### src/rtl/alu_issue.sv
// Decode/issue stage feeding the EX-stage ALU: decodes RV32I ALU-class instructions,
// resolves operands through EX/WB forwarding and registers them into the ID/EX register.
`timescale 1ns/1ps
module alu_issue #(
    parameter int XLEN   = 32,
    parameter int CTRL_W = 4
) (
    input  logic              clk,
    input  logic              rst_n,
    input  logic              in_valid,
    output logic              in_ready,
    input  logic [31:0]       in_instr,
    input  logic [XLEN-1:0]   in_pc,
    output logic [4:0]        rs1_addr,
    output logic [4:0]        rs2_addr,
    input  logic [XLEN-1:0]   rs1_data,
    input  logic [XLEN-1:0]   rs2_data,
    input  logic              ex_fwd_valid,
    input  logic              ex_fwd_load,
    input  logic [4:0]        ex_fwd_rd,
    input  logic [XLEN-1:0]   ex_fwd_data,
    input  logic              wb_fwd_valid,
    input  logic [4:0]        wb_fwd_rd,
    input  logic [XLEN-1:0]   wb_fwd_data,
    input  logic              flush,
    output logic              out_valid,
    input  logic              out_ready,
    output logic [CTRL_W-1:0] alu_ctrl,
    output logic [XLEN-1:0]   alu_data_1,
    output logic [XLEN-1:0]   alu_data_2,
    output logic [4:0]        out_rd,
    output logic              out_rd_we,
    output logic              out_illegal,
    output logic [31:0]       stall_cnt
);
    localparam logic [6:0] OPC_OP    = 7'b0110011;
    localparam logic [6:0] OPC_OPIMM = 7'b0010011;
    localparam logic [6:0] OPC_LUI   = 7'b0110111;
    localparam logic [6:0] OPC_AUIPC = 7'b0010111;

    localparam logic [CTRL_W-1:0] ALU_ADD  = 4'd0;
    localparam logic [CTRL_W-1:0] ALU_SUB  = 4'd1;
    localparam logic [CTRL_W-1:0] ALU_SLL  = 4'd2;
    localparam logic [CTRL_W-1:0] ALU_SLT  = 4'd3;
    localparam logic [CTRL_W-1:0] ALU_SLTU = 4'd4;
    localparam logic [CTRL_W-1:0] ALU_XOR  = 4'd5;
    localparam logic [CTRL_W-1:0] ALU_SRL  = 4'd6;
    localparam logic [CTRL_W-1:0] ALU_SRA  = 4'd7;
    localparam logic [CTRL_W-1:0] ALU_OR   = 4'd8;
    localparam logic [CTRL_W-1:0] ALU_AND  = 4'd9;

    logic [6:0] opcode;
    logic [2:0] funct3;
    logic [6:0] funct7;
    logic [4:0] rd;
    logic [XLEN-1:0] src1, src2;

    assign opcode   = in_instr[6:0];
    assign rd       = in_instr[11:7];
    assign funct3   = in_instr[14:12];
    assign funct7   = in_instr[31:25];
    assign rs1_addr = in_instr[19:15];
    assign rs2_addr = in_instr[24:20];

    // A pending load in EX never forwards: its data does not exist yet (hazard covers it).
    function automatic logic [XLEN-1:0] fwd(input logic [4:0] addr, input logic [XLEN-1:0] rf);
        if (addr == 5'd0)
            return '0;
        else if (ex_fwd_valid && !ex_fwd_load && ex_fwd_rd == addr)
            return ex_fwd_data;
        else if (wb_fwd_valid && wb_fwd_rd == addr)
            return wb_fwd_data;
        else
            return rf;
    endfunction

    assign src1 = fwd(rs1_addr, rs1_data);
    assign src2 = fwd(rs2_addr, rs2_data);

    logic [CTRL_W-1:0] dec_ctrl;
    logic [XLEN-1:0]   dec_d1, dec_d2;
    logic              dec_ill, uses_rs1, uses_rs2, dec_we;

    always_comb begin
        dec_ctrl = ALU_ADD;
        dec_d1   = '0;
        dec_d2   = '0;
        dec_ill  = 1'b0;
        uses_rs1 = 1'b0;
        uses_rs2 = 1'b0;
        case (opcode)
            OPC_OP: begin
                uses_rs1 = 1'b1;
                uses_rs2 = 1'b1;
                dec_d1   = src1;
                dec_d2   = src2;
                case (funct3)
                    3'b000:  dec_ctrl = funct7[5] ? ALU_SUB : ALU_ADD;
                    3'b001:  dec_ctrl = ALU_SLL;
                    3'b010:  dec_ctrl = ALU_SLT;
                    3'b011:  dec_ctrl = ALU_SLTU;
                    3'b100:  dec_ctrl = ALU_XOR;
                    3'b101:  dec_ctrl = funct7[5] ? ALU_SRA : ALU_SRL;
                    3'b110:  dec_ctrl = ALU_OR;
                    default: dec_ctrl = ALU_AND;
                endcase
                if (!(funct7 == 7'b0000000 ||
                      (funct7 == 7'b0100000 && (funct3 == 3'b000 || funct3 == 3'b101))))
                    dec_ill = 1'b1;
            end
            OPC_OPIMM: begin
                uses_rs1 = 1'b1;
                dec_d1   = src1;
                dec_d2   = {{(XLEN-12){in_instr[31]}}, in_instr[31:20]};
                case (funct3)
                    3'b000:  dec_ctrl = ALU_ADD;
                    3'b001: begin
                        dec_ctrl = ALU_SLL;
                        dec_d2   = {{(XLEN-5){1'b0}}, in_instr[24:20]};
                        dec_ill  = (funct7 != 7'b0000000);
                    end
                    3'b010:  dec_ctrl = ALU_SLT;
                    3'b011:  dec_ctrl = ALU_SLTU;
                    3'b100:  dec_ctrl = ALU_XOR;
                    3'b101: begin
                        dec_ctrl = funct7[5] ? ALU_SRA : ALU_SRL;
                        dec_d2   = {{(XLEN-5){1'b0}}, in_instr[24:20]};
                        dec_ill  = (funct7 != 7'b0000000) && (funct7 != 7'b0100000);
                    end
                    3'b110:  dec_ctrl = ALU_OR;
                    default: dec_ctrl = ALU_AND;
                endcase
            end
            OPC_LUI: begin
                dec_d2 = {in_instr[31:12], 12'b0};
            end
            OPC_AUIPC: begin
                dec_d1 = in_pc;
                dec_d2 = {in_instr[31:12], 12'b0};
            end
            default: dec_ill = 1'b1;
        endcase
        // Illegal words issue as a harmless ADD 0,0 and never stall on a load.
        if (dec_ill) begin
            dec_ctrl = ALU_ADD;
            dec_d1   = '0;
            dec_d2   = '0;
            uses_rs1 = 1'b0;
            uses_rs2 = 1'b0;
        end
    end

    assign dec_we = !dec_ill && (rd != 5'd0);

    logic hazard, accept;
    assign hazard = ex_fwd_valid && ex_fwd_load && (ex_fwd_rd != 5'd0) &&
                    ((uses_rs1 && rs1_addr == ex_fwd_rd) || (uses_rs2 && rs2_addr == ex_fwd_rd));

    logic              out_valid_q, out_valid_d;
    logic [CTRL_W-1:0] alu_ctrl_q, alu_ctrl_d;
    logic [XLEN-1:0]   alu_data_1_q, alu_data_1_d;
    logic [XLEN-1:0]   alu_data_2_q, alu_data_2_d;
    logic [4:0]        out_rd_q, out_rd_d;
    logic              out_rd_we_q, out_rd_we_d;
    logic              out_illegal_q, out_illegal_d;
    logic [31:0]       stall_cnt_q, stall_cnt_d;

    assign in_ready = flush || (!hazard && (!out_valid_q || out_ready));
    assign accept   = in_valid && in_ready && !flush;

    always_comb begin
        out_valid_d   = out_valid_q;
        alu_ctrl_d    = alu_ctrl_q;
        alu_data_1_d  = alu_data_1_q;
        alu_data_2_d  = alu_data_2_q;
        out_rd_d      = out_rd_q;
        out_rd_we_d   = out_rd_we_q;
        out_illegal_d = out_illegal_q;
        stall_cnt_d   = stall_cnt_q;
        if (flush) begin
            out_valid_d = 1'b0;
        end else if (accept) begin
            out_valid_d   = 1'b1;
            alu_ctrl_d    = dec_ctrl;
            alu_data_1_d  = dec_d1;
            alu_data_2_d  = dec_d2;
            out_rd_d      = rd;
            out_rd_we_d   = dec_we;
            out_illegal_d = dec_ill;
        end else if (out_ready) begin
            out_valid_d = 1'b0;
        end
        if (in_valid && hazard && !flush && stall_cnt_q != 32'hFFFF_FFFF)
            stall_cnt_d = stall_cnt_q + 32'd1;
    end

    always_ff @(posedge clk) begin
        if (!rst_n) begin
            out_valid_q   <= 1'b0;
            alu_ctrl_q    <= '0;
            alu_data_1_q  <= '0;
            alu_data_2_q  <= '0;
            out_rd_q      <= '0;
            out_rd_we_q   <= 1'b0;
            out_illegal_q <= 1'b0;
            stall_cnt_q   <= '0;
        end else begin
            out_valid_q   <= out_valid_d;
            alu_ctrl_q    <= alu_ctrl_d;
            alu_data_1_q  <= alu_data_1_d;
            alu_data_2_q  <= alu_data_2_d;
            out_rd_q      <= out_rd_d;
            out_rd_we_q   <= out_rd_we_d;
            out_illegal_q <= out_illegal_d;
            stall_cnt_q   <= stall_cnt_d;
        end
    end

    assign out_valid   = out_valid_q;
    assign alu_ctrl    = alu_ctrl_q;
    assign alu_data_1  = alu_data_1_q;
    assign alu_data_2  = alu_data_2_q;
    assign out_rd      = out_rd_q;
    assign out_rd_we   = out_rd_we_q;
    assign out_illegal = out_illegal_q;
    assign stall_cnt   = stall_cnt_q;
endmodule

### config.mk
export PLATFORM = sky130hd
export DESIGN_NAME = alu_issue
export DESIGN_NICKNAME = d
export VERILOG_FILES = /design/src/rtl/alu_issue.sv
export SDC_FILE = /design/constraint.sdc
export NUM_CORES = 1
export LEC_CHECK = 0
export ABC_AREA = 1
export CORE_MARGIN = 3
export CORE_UTILIZATION = 48
export CTS_CLUSTER_DIAMETER = 80
export DETAILED_ROUTE_END_ITERATION = 7
export GPL_TIMING_DRIVEN = 0
export PLACE_DENSITY = 0.88
export SLEW_MARGIN = 15
export SYNTH_ARGS = -nofsm -noshare
export SYNTH_HDL_FRONTEND = slang
export SYNTH_SLANG_ARGS = --single-unit
### constraint.sdc
create_clock -name clk -period 5.3 [get_ports clk]
set_clock_uncertainty 0.05 [all_clocks]
set_input_delay 0.795 -clock clk [delete_from_list [all_inputs] [get_ports clk]]
set_output_delay 0.795 -clock clk [all_outputs]
set_load 0.01 [all_outputs]
==> run metrics, run 1 <==
status=complete, no violations; Core Footprint=about 0.016 mm²; FF-to-FF End=stall_cnt[10]; nature of the critical path endpoint=output port; starting DRC count in detailed routing=about 1.3k; antenna violations before repair=0; flops & latches, synth=around 110; hold buffers post-CTS=0; sequential cell area=0.002162 mm²; global-route wire length before repair=around 55,000 µm; Clock Latency Late Sink=approximately 0.36 ns; CTS max path bufs=2; share of cells above drive strength 1=4.751%; async set-or-reset flop fraction in the synthesized netlist=0%; crit start category=input pin; fin crit share=71.32%; PnR worst setup slack=between 1.5 and 2 ns; Routed Antenna Nets=0; most common cell after layout, fill and taps aside=nand2_1; R2R setup slack=about 3 ns; Synthesized Nets=1,614; pwr/cell area=roughly 160 mW/mm²; final net count=1,953; mapped cell area=between 0.007 and 0.008 mm²; DP Worst Slack=roughly 1.6 ns; fin. max-slew vios=0; Root Buffer=clkbuf_16; number of top-level pins=roughly 330; dominant synthesized flop cell=dfxtp_1; Tightest Hold Check Type=flip-flop to flip-flop; EDFF count, synth=0; fillcell total=1,453; WS Path Type=input pin to output port; Post-Place Cells=about 1.9k; Area Overhead vs Synth=48.09%; Critical Path Sink=in_ready; Initial Util=roughly half; die area=roughly 0.018 mm²; row count=46; Port Buf Inserts=roughly 330; CTS tree=yes; CP Max Fanout=7; crit path from=in_instr[3]; dpl hpwl=a little under 30,000 µm; Max Cap Viol=0; Die H=roughly 140 µm; multi-input logic area=between 0.004 and 0.005 mm²; deepest level of the CTS H-tree=3; Finish-stage setup viols=0; largest net degree at the start of global routing=20; synthesis warning total=0; ant diodes=0; max frequency=approximately 260 MHz; post_cts resized=0; Required @ worst endpoint=~4.5 ns; routed vias/inst=~5.6; die width=between 100 and 150 µm; R2R cell count=13; synthesized area per cell=around 5.7 µm²; count of different cell masters after synthesis=33; CP max stage delay=0.55 ns; RSZ-0062 raised after global routing=no; fin cells=a little under 2k; Max transition margin=between 40 and 50%; Worst-path clk slew=0.08 ns; sequential area share after synthesis=a little over a quarter; Fin Setup TNS=0 ns; commonest cells after routing, fill and taps aside=451 x nand2_1, 327 x clkdlybuf4s50_1, 250 x nand3_1; worst slew pin tran=roughly 0.85 ns; WP data arrival=approximately 3 ns; Hold Violations, Final=0; clk sink count=108; min Tclk post-route=roughly 3.8 ns; cell count after synthesis=around 1.4k; drt pass-1 iters=6; Final Wtd Congestion=1.004; CTS Buf Count=9; Global Route Usage Sum=37.99%; CP Cell Sequence=clkdlybuf4s50_1, nor2_1, nand2_2, nor2_4, nand3_1, nor2_2, nor2_4, nand3_4, nand2_1, nand2_1, clkdlybuf4s50_1; Crit-path slowest cell=clkdlybuf4s50_1; WL per Instance=between 15 and 20 µm; total gr overflow=0; wirelength, routed=about 36,000 µm; vias in the first global route=10.31k; P_leak=slightly above 5 nW; via count=10.96k; setup bufs post-CTS=0; DRC Markers=0; r2r startpoint=stall_cnt[0]; Worst VDD drop=0.1564 mV
worst min path at each step:
stage	from	to	slack [ns]	depth (start not counted)
6_report	out_rd[3]	out_rd[3]	0.40	2
5_1_grt	out_rd[1]	out_rd[1]	0.42	2
4_1_cts	out_rd[3]	out_rd[3]	0.40	2
3_5_place_dp	out_rd[3]	out_rd[3]	0.39	2
3_3_place_gp	out_rd[3]	out_rd[3]	0.38	2
2_1_floorplan	out_rd[0]	out_rd[0]	0.42	2
per-layer routing:
metal / vias up / GRT usage, % / routed length (µm)
li1: 5194 / - / -
met1: 4923 / 46.16 / 13520
met2: 686 / 62.98 / 16370
met3: 160 / 8.942 / 3757
met4: 0 / 19.09 / 2012
met5: - / 0 / 0
area by class of cell:
cell class / instances / share of cell area (%)
Buffer: 100 / 4.197
Clock buffer: 9 / 1.903
Clock inverter: 7 / 0.5180
Inverter: 179 / 5.677
Multi-Input combinational cell: 1016 / 39.44
Sequential cell: 108 / 18.27
Tap cell: 216 / 2.283
Timing Repair Buffer: 328 / 27.72
cells in the mapped netlist (2+ instances only):
cell / number / area (µm²)
a211oi_1: 2 / 15.01
a21oi_1: 81 / 405.4
a31oi_1: 2 / 12.51
and3_1: 2 / 12.51
buf_1: 3 / 11.26
buf_2: 10 / 50.05
buf_4: 23 / 172.7
buf_6: 3 / 33.78
clkbuf_1: 61 / 229.0
dfxtp_1: 108 / 2162
inv_1: 171 / 641.9
inv_2: 8 / 30.03
nand2_1: 451 / 1693
nand2_2: 3 / 18.77
nand3_1: 250 / 1251
nand3_2: 3 / 30.03
nand4_1: 72 / 450.4
nor2_1: 77 / 289.0
nor2_2: 7 / 43.79
nor2_4: 4 / 45.04
nor3_1: 19 / 95.09
nor4_1: 2 / 12.51
o21ai_0: 24 / 120.1
o21ai_1: 2 / 10.01
o22ai_1: 5 / 31.28
xnor2_1: 2 / 17.52
xor2_1: 2 / 17.52
kinds of logic (layout without fill, tap and decap cells):
logic type               Yosys count  in the layout  synth area share (%)
buffers and inverters            279            623                 14.62
XOR/XNOR                           4              4                0.4384
adder cells (fa/ha/maj)            1              1                0.1565
AND/OR/NAND/NOR                  895            895                 50.30
flip-flops                       108            108                 27.05
AO/OA/AOI/OAI                    116            116                 7.436
where the power goes:
part           total (mW)  switching, mW  internal (mW)
clock network       0.687          0.360          0.327
logic               0.433          0.221          0.212
registers           0.818        0.00250          0.816
total                1.94          0.584           1.35
critical path: cells and delay by family:
kind / cells / cell delay, ns
AND/OR/NAND/NOR: 9 / 1.10
buffers and inverters: 2 / 1.03
through the flow:
step | instance area [µm²] | power (mW) | hold slack, ns | utilization, %
after floorplan | 7993 | 1.004 | 0.4180 | -
after global placement | 11540 | 1.253 | 0.3827 | 71.58
after detailed placement | 11550 | 1.258 | 0.3914 | 71.67
after CTS | 11840 | 1.931 | 0.4035 | 73.45
after global routing | 11840 | 2.003 | 0.4186 | 73.45
final | 11840 | 1.938 | 0.3988 | 73.45
flip-flops by register name, summed over array words and instances (netlist names):
signal / flops
alu_data_2: 32
out_valid: 1
out_rd_we: 1
alu_ctrl: 4
out_rd: 5
out_illegal: 1
stall_cnt: 32
alu_data_1: 32
(Power assumes the default switching activity.)
==> run 2: changes to the inputs <==
CORE_UTILIZATION = 40   (was 48)
PLACE_DENSITY = 0.78   (was 0.88)
clock period = 3.15 ns   (was 5.3 ns; I/O delays follow)
==> run 2 against run 1 <==
Cell count grew 2.9%. Cell area rose by 1.0%. Sequential power is 69% higher. Sequential share of layout area decreased by 0.19 points. First-iteration DRC count decreased by 27%. Setup slack got worse by 1.4 ns. Combinational power is 68% higher. Critical path depth decreased by 1. Via count down 1.8%. Register-to-register slack worse by 2.2 ns. Sequential cell count did not move. Core utilization down 12 points. Largest cell class unchanged. Largest power group unchanged.
==> run metrics, run 2 (synthesis results as in run 1) <==
status=complete, no violations; Max Cap Viol=0; nature of the critical path endpoint=output port; Hold Violations, Final=0; pwr/cell area=around 280 mW/mm²; number of top-level pins=between 300 and 400; Worst-path clk slew=0.09 ns; clk sink count=around 110; WP data arrival=2.49 ns; Flop pwr share=around 41%; CTS tree=yes; antenna violations before repair=6; routed vias/inst=5.330; share of cells above drive strength 1=just under 5%; hold_sp=out_rd[1]; r2r startpoint=stall_cnt[0]; via count=10.76k; Required @ worst endpoint=~2.6 ns; wirelength, routed=approximately 37,000 µm; commonest cells after routing, fill and taps aside=450 x nand2_1, 324 x clkdlybuf4s50_1, 250 x nand3_1; Tightest Hold Check Type=flip-flop to flip-flop; P_leak=between 5 and 6 nW; max frequency=~330 MHz; Fin Setup TNS=0 ns; global-route wire length before repair=approximately 56,000 µm; sw frac=31.01%; DRC Markers=0; CP max stage delay=just under 0.6 ns; Clk pwr share=between 30% and 40%; Crit-path slowest cell=clkdlybuf4s50_1; most used cell, CP=nand2_1; Final Wtd Congestion=0.9868; worst slew pin tran=0.7358 ns; die area=0.02171 mm²; WS Path Type=input pin to output port; Initial Util=between 40% and 50%; largest net degree at the start of global routing=23; deepest level of the CTS H-tree=3; crit start category=input pin; Switching Power=about 1.0 mW; most common cell after layout, fill and taps aside=nand2_1; die width=between 100 and 150 µm; Global Route Usage Sum=about a third; Root Buffer=clkbuf_16; min Tclk post-route=3.015 ns; Worst Path Buf+Inv=3; Worst VDD drop=around 0.25 mV; total gr overflow=0; WL per Instance=approximately 18 µm; dpl hpwl=29,900 µm; total power=3.346 mW; Core Footprint=a little under 0.02 mm²; drt pass-1 iters=5; Die H=roughly 150 µm; Port Buf Inserts=between 300 and 400; crit path from=in_instr[20]; fin crit share=roughly 96%; row count=slightly above 50; RSZ-0062 raised after global routing=no; Clock Latency Late Sink=roughly 0.38 ns; CTS max path bufs=2; Int Pwr=2.308 mW; CP Cell Sequence=clkdlybuf4s50_1, inv_1, nand2_1, a21oi_1, nand4_1, nand2_1, nand3_4, nand2_1, nand2_1, clkdlybuf4s50_1; CTS Buf Count=9; Routed Antenna Nets=0; final net count=1,954; vias in the first global route=10.16k; fin. max-slew vios=0; starting DRC count in detailed routing=about 900; Area Overhead vs Synth=49.61%; Finish-stage setup viols=0; Gate power share=21.7%; CP Max Fanout=5; family with the most delay on the worst path=buffers and inverters; Max transition margin=between 50 and 60%
## run 2: per-layer routing
layer	wire length (µm)	GRT usage, %	share of wire [%]
met3	3244	8.482	8.8
met2	17330	54.88	47
met4	2035	15.56	5.5
met5	13	0	0.035
met1	14050	38.64	38
## run 2: worst min-delay path, delay by kind of cell, from the launching register on
kind	cells	cell delay, ns
flops	1	0.32
compound gates	1	0.05
buf+inv	1	0.05
## run 2: through the flow
| step | cells | hold slack, ns | utilization (%) | instance area, µm² | setup slack, ns |
|---|---|---|---|---|---|
| floorplan | 1403 | 0.4180 | - | 7993 | 1.110 |
| global placement | 1995 | 0.3823 | 59.39 | 11600 | -0.1682 |
| detailed placement | 1996 | 0.3877 | 59.46 | 11610 | -0.08851 |
| CTS | 2012 | 0.4016 | 61.07 | 11930 | 0.05124 |
| global route | 2018 | 0.4121 | 61.23 | 11960 | 0.003157 |
| finish | 2019 | 0.3989 | 61.24 | 11960 | 0.1352 |
## run 2: what timing repair did
action / 4_1_cts / 5_1_grt
resized for setup: 0 / 4
endpoints found under the setup margin: 0 / 1
hold endpoints to repair: 0 / 0
hold buffers: 0 / 0
setup buffers: 0 / 1
## run 2: worst paths after layout
check	end	slack, ns	depth (start not counted)
worst max register to register	stall_cnt[7]	0.78	13
worst min-delay path	out_rd[1]	0.40	2
worst max-delay path	in_ready	0.14	10
worst min register to register	out_rd[1]	0.40	2
## run 2: final cells by class
cell class / instances / area, µm²
Antenna cell: 6 / 15.01
Buffer: 100 / 496.7
Clock buffer: 9 / 225.2
Clock inverter: 7 / 88.84
Fill cell: 1975 / 7569
Inverter: 179 / 671.9
Multi-Input combinational cell: 1016 / 4671
Sequential cell: 108 / 2162
Tap cell: 265 / 331.6
Timing Repair Buffer: 329 / 3296
## run 2: power groups by stage
stage,logic (mW),clock network [mW],registers [mW]
after floorplan,0.276,0,1.41
after global placement,0.706,0,1.41
after detailed placement,0.712,0,1.41
after CTS,0.714,1.25,1.38
after global routing,0.777,1.30,1.38
final,0.727,1.24,1.38
